### config.mk
export PLATFORM = sky130hd
export DESIGN_NAME = traffic_phase_controller
export DESIGN_NICKNAME = d
export VERILOG_FILES = /design/src/rtl/traffic_pkg.sv /design/src/rtl/traffic_phase_controller_timer.sv /design/src/rtl/traffic_phase_controller.sv
export SDC_FILE = /design/constraint.sdc
export NUM_CORES = 1
export LEC_CHECK = 0
export CAP_MARGIN = 25
export CORE_ASPECT_RATIO = 0.9
export CORE_MARGIN = 2
export CORE_UTILIZATION = 30
export CTS_BUF_LIST = sky130_fd_sc_hd__clkbuf_8
export DETAILED_ROUTE_END_ITERATION = 10
export PLACE_DENSITY = 0.61
export SYNTH_ARGS = -nofsm -noshare
export SYNTH_HDL_FRONTEND = slang
export SYNTH_HIERARCHICAL = 1
export SYNTH_SLANG_ARGS = --single-unit
### constraint.sdc
create_clock -name clk_in -period 5.55 [get_ports clk_in]
set_input_delay 0.8325 -clock clk_in [delete_from_list [all_inputs] [get_ports clk_in]]
set_output_delay 0.8325 -clock clk_in [all_outputs]
set_load 0.03 [all_outputs]
### src/rtl/traffic_pkg.sv
// Shared types and constants for the intersection phase controller.
// State codes, lamp encodings, default timing and the lamp decoder.
package traffic_pkg;

  typedef enum logic [2:0] {
    ALLRED_A  = 3'd0,
    NS_GREEN  = 3'd1,
    NS_YELLOW = 3'd2,
    ALLRED_B  = 3'd3,
    EW_GREEN  = 3'd4,
    EW_YELLOW = 3'd5
  } state_t;

  localparam logic [2:0] LIGHT_RED = 3'b100;
  localparam logic [2:0] LIGHT_YEL = 3'b010;
  localparam logic [2:0] LIGHT_GRN = 3'b001;

  localparam int DEF_T_GREEN     = 20;
  localparam int DEF_T_GREEN_MIN = 8;
  localparam int DEF_T_YELLOW    = 3;
  localparam int DEF_T_ALLRED    = 1;
  localparam int DEF_TW          = 8;

  typedef struct packed {
    logic [2:0] ns;
    logic [2:0] ew;
    logic       walk_ns;
    logic       walk_ew;
  } lamps_t;

  // Unknown codes decode to all-red so the pins stay safe.
  function automatic lamps_t decode_lamps(state_t s);
    lamps_t l;
    l = '{ns: LIGHT_RED, ew: LIGHT_RED,
          walk_ns: 1'b0, walk_ew: 1'b0};
    case (s)
      NS_GREEN: begin
        l.ns      = LIGHT_GRN;
        l.walk_ns = 1'b1;
      end
      NS_YELLOW: l.ns = LIGHT_YEL;
      EW_GREEN: begin
        l.ew      = LIGHT_GRN;
        l.walk_ew = 1'b1;
      end
      EW_YELLOW: l.ew = LIGHT_YEL;
      default: ;
    endcase
    return l;
  endfunction

endpackage

### src/rtl/traffic_phase_controller_timer.sv
// phase_timer: TW-bit tick counter with clear and terminal compare.
// Ports: clk_in, rst, clr, tick, dur in; expired (count==dur-1), count out.
module phase_timer #(
  parameter int TW = 8
) (
  input  logic          clk_in,
  input  logic          rst,
  input  logic          clr,
  input  logic          tick,
  input  logic [TW-1:0] dur,
  output logic          expired,
  output logic [TW-1:0] count
);

  assign expired = (count == dur - TW'(1));

  always_ff @(posedge clk_in or posedge rst) begin
    if (rst) begin
      count <= '0;
    end else if (clr) begin
      count <= '0;
    end else if (tick) begin
      count <= expired ? '0 : count + TW'(1);
    end
  end

endmodule

### src/rtl/traffic_phase_controller.sv
// Two-way intersection phase FSM: lamps, walk lamps, ped-request latches.
// Ports: clk_in, rst, tick, ped_req_ns/ew [, preempt if PREEMPT_EN] in;
//   ns_light, ew_light, walk_ns/ew, phase, pend_ns/ew out.
module traffic_phase_controller
  import traffic_pkg::*;
#(
  parameter int T_GREEN     = DEF_T_GREEN,
  parameter int T_GREEN_MIN = DEF_T_GREEN_MIN,
  parameter int T_YELLOW    = DEF_T_YELLOW,
  parameter int T_ALLRED    = DEF_T_ALLRED,
  parameter int TW          = DEF_TW
) (
  input  logic       clk_in,
  input  logic       rst,
  input  logic       tick,
`ifdef PREEMPT_EN
  input  logic       preempt,
`endif
  input  logic       ped_req_ns,
  input  logic       ped_req_ew,
  output logic [2:0] ns_light,
  output logic [2:0] ew_light,
  output logic       walk_ns,
  output logic       walk_ew,
  output logic [2:0] phase,
  output logic       pend_ns,
  output logic       pend_ew
);

  state_t        state_q;
  state_t        state_d;
  logic [TW-1:0] dur;
  logic [TW-1:0] count;
  logic          expired;
  logic          hold;
  logic          tmr_clr;
  logic          min_done;
  lamps_t        lamps;

  assign min_done = (count >= TW'(T_GREEN_MIN - 1));

  always_comb begin
    state_d = state_q;
    dur     = TW'(T_ALLRED);
    hold    = 1'b0;
    unique case (state_q)
      ALLRED_A: begin
        if (tick && expired) state_d = NS_GREEN;
      end
      NS_GREEN: begin
        dur = TW'(T_GREEN);
        if (tick && (expired || (pend_ew && min_done)))
          state_d = NS_YELLOW;
      end
      NS_YELLOW: begin
        dur = TW'(T_YELLOW);
        if (tick && expired) state_d = ALLRED_B;
      end
      ALLRED_B: begin
        if (tick && expired) state_d = EW_GREEN;
      end
      EW_GREEN: begin
        dur = TW'(T_GREEN);
        if (tick && (expired || (pend_ns && min_done)))
          state_d = EW_YELLOW;
      end
      EW_YELLOW: begin
        dur = TW'(T_YELLOW);
        if (tick && expired) state_d = ALLRED_A;
      end
      default: state_d = ALLRED_A;
    endcase
`ifdef PREEMPT_EN
    // Greens drop at once; all-red parks with the timer pinned at 0.
    if (preempt) begin
      unique case (state_q)
        NS_GREEN: state_d = NS_YELLOW;
        EW_GREEN: state_d = EW_YELLOW;
        ALLRED_A, ALLRED_B: begin
          state_d = state_q;
          hold    = 1'b1;
        end
        default: ;
      endcase
    end
`endif
  end

  // Any state change restarts the phase timer.
  assign tmr_clr = (state_d != state_q) || hold;

  phase_timer #(.TW(TW)) u_timer (
    .clk_in  (clk_in),
    .rst     (rst),
    .clr     (tmr_clr),
    .tick    (tick),
    .dur     (dur),
    .expired (expired),
    .count   (count)
  );

  always_ff @(posedge clk_in or posedge rst) begin
    if (rst) begin
      state_q <= ALLRED_A;
    end else begin
      state_q <= state_d;
    end
  end

  // Entry into the served green wins over a same-cycle request.
  always_ff @(posedge clk_in or posedge rst) begin
    if (rst) begin
      pend_ns <= 1'b0;
      pend_ew <= 1'b0;
    end else begin
      if (state_d == NS_GREEN && state_q != NS_GREEN)
        pend_ns <= 1'b0;
      else if (ped_req_ns && state_q != NS_GREEN)
        pend_ns <= 1'b1;
      if (state_d == EW_GREEN && state_q != EW_GREEN)
        pend_ew <= 1'b0;
      else if (ped_req_ew && state_q != EW_GREEN)
        pend_ew <= 1'b1;
    end
  end

  assign lamps    = decode_lamps(state_q);
  assign ns_light = lamps.ns;
  assign ew_light = lamps.ew;
  assign walk_ns  = lamps.walk_ns;
  assign walk_ew  = lamps.walk_ew;
  assign phase    = state_q;

endmodule

* Yosys cells after proc, flatten, opt, wreduce, memory -nomap -nowiden *
Index checks and enable logic that the tools add are counted.

word-level totals
  register bits = 13
  input bits = 5
  output and inout bits = 13
  logic and storage cells = 54

operators by class
  $add $sub $neg = 2
  order comparisons = 1
  eq/ne operators = 11
  multiplexer cells = 19
  reduce and logical (&&, ||, !) cells = 17

operators with widths
  operator                                                                             count
  8-bit two-way mux                                                                    3
  3-bit two-way mux                                                                    6
  3-bit one-hot mux with 6 select lines                                                1
  3-bit one-hot mux with 2 select lines                                                2
  5-bit one-hot mux with 2 select lines                                                1
  3-bit == test, second input constant                                                 3
  1-bit logical AND                                                                    9
  8-bit by 1-bit adder with 8-bit output, second input constant                        1
  8-bit == test                                                                        1
  8-bit by 3-bit greater-or-equal comparator with 1-bit output, second input constant  1
  3-bit by 1-bit == test with 1-bit output, second input constant                      2
  3-bit by 2-bit == test with 1-bit output, second input constant                      2
  1-bit two-way mux                                                                    6
  2-bit nonzero test                                                                   3
  5-bit by 1-bit subtractor with 6-bit output, second input constant                   1
  2-bit OR reduction                                                                   2
  3-bit zero test                                                                      1
  3-bit by 1-bit != test with 1-bit output, second input constant                      1
  3-bit != test                                                                        1
  3-bit != test, second input constant                                                 1
  1-bit logical OR                                                                     2

* Logic depth before layout (Yosys ltp) *
  word-level depth = 12
  gate-level depth with buffers = 18
  depth with buffers taken out = 16

* Cells and area by module *
The synthesis kept the hierarchy.

modules (own cells, without submodules)
  module                    times used  cells an instance  area each (um^2)  sequential area each (um^2)
  phase_timer               1           85                 754.5             200.2
  traffic_phase_controller  1           53                 385.4             125.1

* Worst setup path after synthesis *
OpenSTA, ideal clock, no wires.

  kind = register -> register
  start = reg state_q[1] (netlist: phase[1])
  end = reg u_timer.count[1]
  library setup time = 0.151 ns
  data arrival time = 4.529 ns
  required time = 5.399 ns
  slack = 0.870 ns
  stages on the path, launching flop included = 17
  path buffers = 2
  period minus slack after synthesis = 4.680 ns
  cells stage by stage = dfrtp_1 nand2b_1 nand2b_1 inv_1 nor2_1 inv_1 or4_4 nor4_1 a211oi_2 a211oi_4 clkbuf_2 o21ai_0 o31a_1 a32oi_1 clkbuf_1 nand3b_1 o32ai_1

on the way
  longest elaborated chain between the ends = 11
  elaborated cells between the ends (all ways) = 28
  those cells by class = 1 x add/sub; 7 x eq/ne; 11 x mux; 9 x reduce/logical

ends and longest elaborated chain
  what                                                              RTL line                                                        text
  start: declaration                                                traffic_phase_controller.sv:30                                  state_t state_q;
  start signal: assignment                                          traffic_phase_controller.sv:106                                 state_q <= state_d;
  3-bit by 2-bit == test with 1-bit output (tied with other cells)  traffic_phase_controller.sv:46                                  unique case (state_q)
  2-bit OR reduction (no source line)                               -
  5-bit one-hot mux with 2 select lines *                           traffic_phase_controller.sv:46
  named net dur[0]                                                  traffic_phase_controller.sv:32                                  logic [TW-1:0] dur;
  5-bit by 1-bit subtractor with 6-bit output *                     traffic_phase_controller_timer.sv:15                            assign expired = (count == dur - TW'(1));
  8-bit == test *                                                   traffic_phase_controller_timer.sv:15
  named net expired                                                 traffic_phase_controller.sv:34                                  logic expired;
  1-bit logical OR (on tied branches)                               traffic_phase_controller.sv:64, traffic_phase_controller.sv:52
  1-bit logical AND (on tied branches)                              traffic_phase_controller.sv:64, traffic_phase_controller.sv:52
  3-bit two-way mux (on tied branches)                              traffic_phase_controller.sv:64, traffic_phase_controller.sv:52
  3-bit one-hot mux with 6 select lines *                           traffic_phase_controller.sv:46
  3-bit != test *                                                   traffic_phase_controller.sv:90                                  assign tmr_clr = (state_d != state_q) || hold;
  named net tmr_clr                                                 traffic_phase_controller.sv:36                                  logic tmr_clr;
  8-bit two-way mux / 2-bit nonzero test (equally long branches)    -
  end signal: assignment                                            traffic_phase_controller_timer.sv:23                            count <= expired ? '0 : count + TW'(1);
  end: declaration                                                  traffic_phase_controller_timer.sv:12                            output logic [TW-1:0] count

The timed path passes the listed nets; every way through them passes the cells marked *. The select of a mux whose other input is x is not followed.
A chain may end at the register's enable or synchronous reset.

* Worst setup path after layout *
  start = reg state_q[1] (netlist: phase[1])
  end = reg u_timer.count[0]

Same word-level chain as after synthesis.

==> results.yml <==
clocking:
  clock-root-buffer: "clkbuf_8"
  numCtsBuffers: 3
  hold_buffers: 0
  clkSinkCount: 13
  cts.clk_slew.worst_paths_ns: 0.06
  cts_tree: "done"
  clockBufferDepth: 2
  postCtsSetupBuffers: 0
  clkLatencyLatePin_ns: 0.24
  htree_levels: 1
  cts_resized: 0
worst_hold_path:
  hold_end: "pend_ew"
  holdCritStartpoint: "pend_ew"
  hp-class: "reg2reg"
  whs_path_depth: 2
final_layout:
  synthToLayoutAreaGrowth_pct: 26.8
  fin_cells: 214
  regArea_um2: 325
  nets: 176
  drive_gt1_frac: 0.0893
  diodes: 0
  multi_input_area_um2: 795
  fillCellCount: 382
timing:
  max_freq_mhz: 217
  finalCriticalPeriod_ns: 4.61
  rsz0062_at_grt: "false"
  timing.final.ws_setup_ns: 0.944
  holdWs_ns: 0.561
  finalHoldViolCount: 0
  fin_crit_sh: 0.830
  setup_viol: 0
  slew_violations: 0
  max_slew.worst_pin.slew_ns: 0.954
  slew_headroom: 0.362
  skew_ns: 0.00295
  setup_tns_ns: 0
synth:
  synth-seq-cells: 13
  synth_edf_count: 0
  synth-main-ff-cell: "dfrtp_1"
  ys_warn_count: 6
  synth.area.top_cells: "dfrtp_1 29%, a2111oi_2 6.6%, nor2_1 5.9%, nand2b_1 4.4%, inv_1 4.0%"
  synth-seq-area-share: 0.285
  synth_cell_type_count: 46
  async_flop_share: 1.00
  yosysMostFrequentCell: "nor2_1"
  synth_area_per_cell_um2: 8.26
  syn_area_um2: 1140
  synth_top_area_cell: "dfrtp_1"
  synth_top_area_frac: 0.285
  syn_inst: 138
  yosys-top-cells-count: "18 x nor2_1, 13 x dfrtp_1, 12 x inv_1"
die:
  coreArea_um2: 3680
  start_util: 0.310
  ios: 18
  die_area_um2: 4310
  die_w_um: 69.0
  core.rowCount: 21
  die_h_um: 62.5
drt:
  vias: 1071
  wl_per_cell_um: 13.3
  drt-initial-drc-count: 30
  drc: 0
  routed_wl_um: 2850
  detail-route-antenna-nets: 0
  dr.pass1.iters: 6
  viasPerCell: 5.00
global_routing:
  grt_pass1_wl_um: 4730
  grt_remaining_overflow: 0
  grtUsageTotal: 0.141
  grt_pass1_vias: 1021
  grt_max_degree: 28
  grt_antenna_before_repair: 0
power:
  finalPower_uw: 472
  power.density_nw_per_um2: 327
  ir_drop_v: 0.000133
  leakagePower_uw: 0.000615
setup_path:
  crit_required_ns: 5.62
  cp_max_fo: 17
  cpMaxStageDelayCell: "a211oi_4"
  worstSetupStartpointType: "flip-flop"
  slowest_delay_ns: 0.74
  timing.rr.start: "phase[1]"
  reg2reg_depth: 16
  worstPathCellList: "nand2b_1 -> nand2b_1 -> inv_1 -> nor2_1 -> inv_1 -> or4_4 -> nor4_1 -> a211oi_2 -> a211oi_4 -> o21ai_0 -> o31a_1 -> a32oi_1 -> buf_4 -> nor2_1 -> nand2_1 -> o22ai_1"
  cp-end-kind: "flip-flop"
  r2r_slack_ns: 0.94
  worstPathArrival_ns: 4.68
  timing.rr.end: "u_timer/count[0]"
  worstSetupPathType: "reg2reg"
place:
  dp_hpwl_um: 2120
  dp_slack_ns: 1.03
  place_inst: 210
  gp_congestion: 0.798
  portBuffers: 17
run_status:
  outcome: "finished, final reports clean"
run:
  maxCapViolations: 0
power breakdown:
part | leakage [µW] | switching [µW] | internal, µW
sequential | 0.000156 | 42.1 | 114
combinational | 0.000431 | 132 | 104
clock | 0.0000269 | 31.9 | 48.7
flip-flops by register name, indices dropped and copies added, names as in the netlist:
name	cells
u_timer/count	8
phase	3
pend_ew	1
pend_ns	1
cells by family after synthesis:
logic type	synth area share
adders and majority gates	0.0220
xor gates and xnor gates	0.0538
other	0.00329
buffers and inverters	0.0604
and+or+nand+nor	0.285
DFF	0.285
muxes	0.0263
AOI/OAI and AO/OA	0.263
critical path, delay by kind of cell, from the launching register on:
| kind | cells | cell delay [ns] |
|---|---|---|
| DFF | 1 | 0.46 |
| AOI/OAI and AO/OA | 6 | 1.64 |
| and+or+nand+nor | 7 | 1.78 |
| buffers and inverters | 3 | 0.57 |
worst max-delay path by stage:
stage	from	end	slack, ns
global route	phase[1]	u_timer/count[0]	0.59
CTS	phase[1]	u_timer/count[0]	0.98
global placement	phase[1]	u_timer/count[0]	1.15
finish	phase[1]	u_timer/count[0]	0.94
floorplan	phase[1]	u_timer/count[1]	0.87
detailed placement	phase[1]	u_timer/count[0]	1.03
layout by cell type, fill, tap and decap left out, drive strengths merged, types with 2 or more instances in the layout:
| cell | synthesis | routed |
|---|---|---|
| and3 | 3 | 3 |
| a21oi | 7 | 7 |
| o31a | 2 | 2 |
| xor2 | 2 | 2 |
| a2111oi | 5 | 5 |
| mux2i | 3 | 3 |
| nand3 | 7 | 7 |
| inv | 12 | 13 |
| nor2 | 18 | 18 |
| a211oi | 2 | 2 |
| or4 | 2 | 2 |
| nor3b | 2 | 2 |
| clkdlybuf4s50 | 0 | 17 |
| dfrtp | 13 | 13 |
| nand2b | 8 | 8 |
| o32ai | 2 | 2 |
| conb | 1 | 14 |
| o21ai | 5 | 5 |
| xnor2 | 5 | 5 |
| nand2 | 9 | 9 |
| nand4b | 2 | 2 |
| clkbuf | 4 | 3 |
| ha | 2 | 2 |
| and2 | 3 | 3 |
per-stage QoR:
| stage | area [µm²] | utilization |
|---|---|---|
| 2_1_floorplan | 1190 | - |
| 6_report | 1450 | 0.393 |
| 3_3_place_gp | 1400 | 0.381 |
| 4_1_cts | 1450 | 0.393 |
| 5_1_grt | 1450 | 0.393 |
| 3_5_place_dp | 1400 | 0.381 |
metal layers:
metal  GRT usage  part of all wire  up-vias
met5           0                 0        -
li1            -                 -      541
met2       0.224              0.50       14
met3      0.0216             0.022        2
met4      0.0441            0.0095        0
met1       0.195              0.47      514
cell type report:
cell class              instances  share of cell area
flip-flops and latches         13               0.225
clock inverters                 1             0.00260
repair buffers                 18               0.123
well taps                      46              0.0398
multi-input cells             121               0.550
inverters                      12              0.0312
clock buffers                   3              0.0286
No activity file was read; power rests on OpenSTA's default activity.
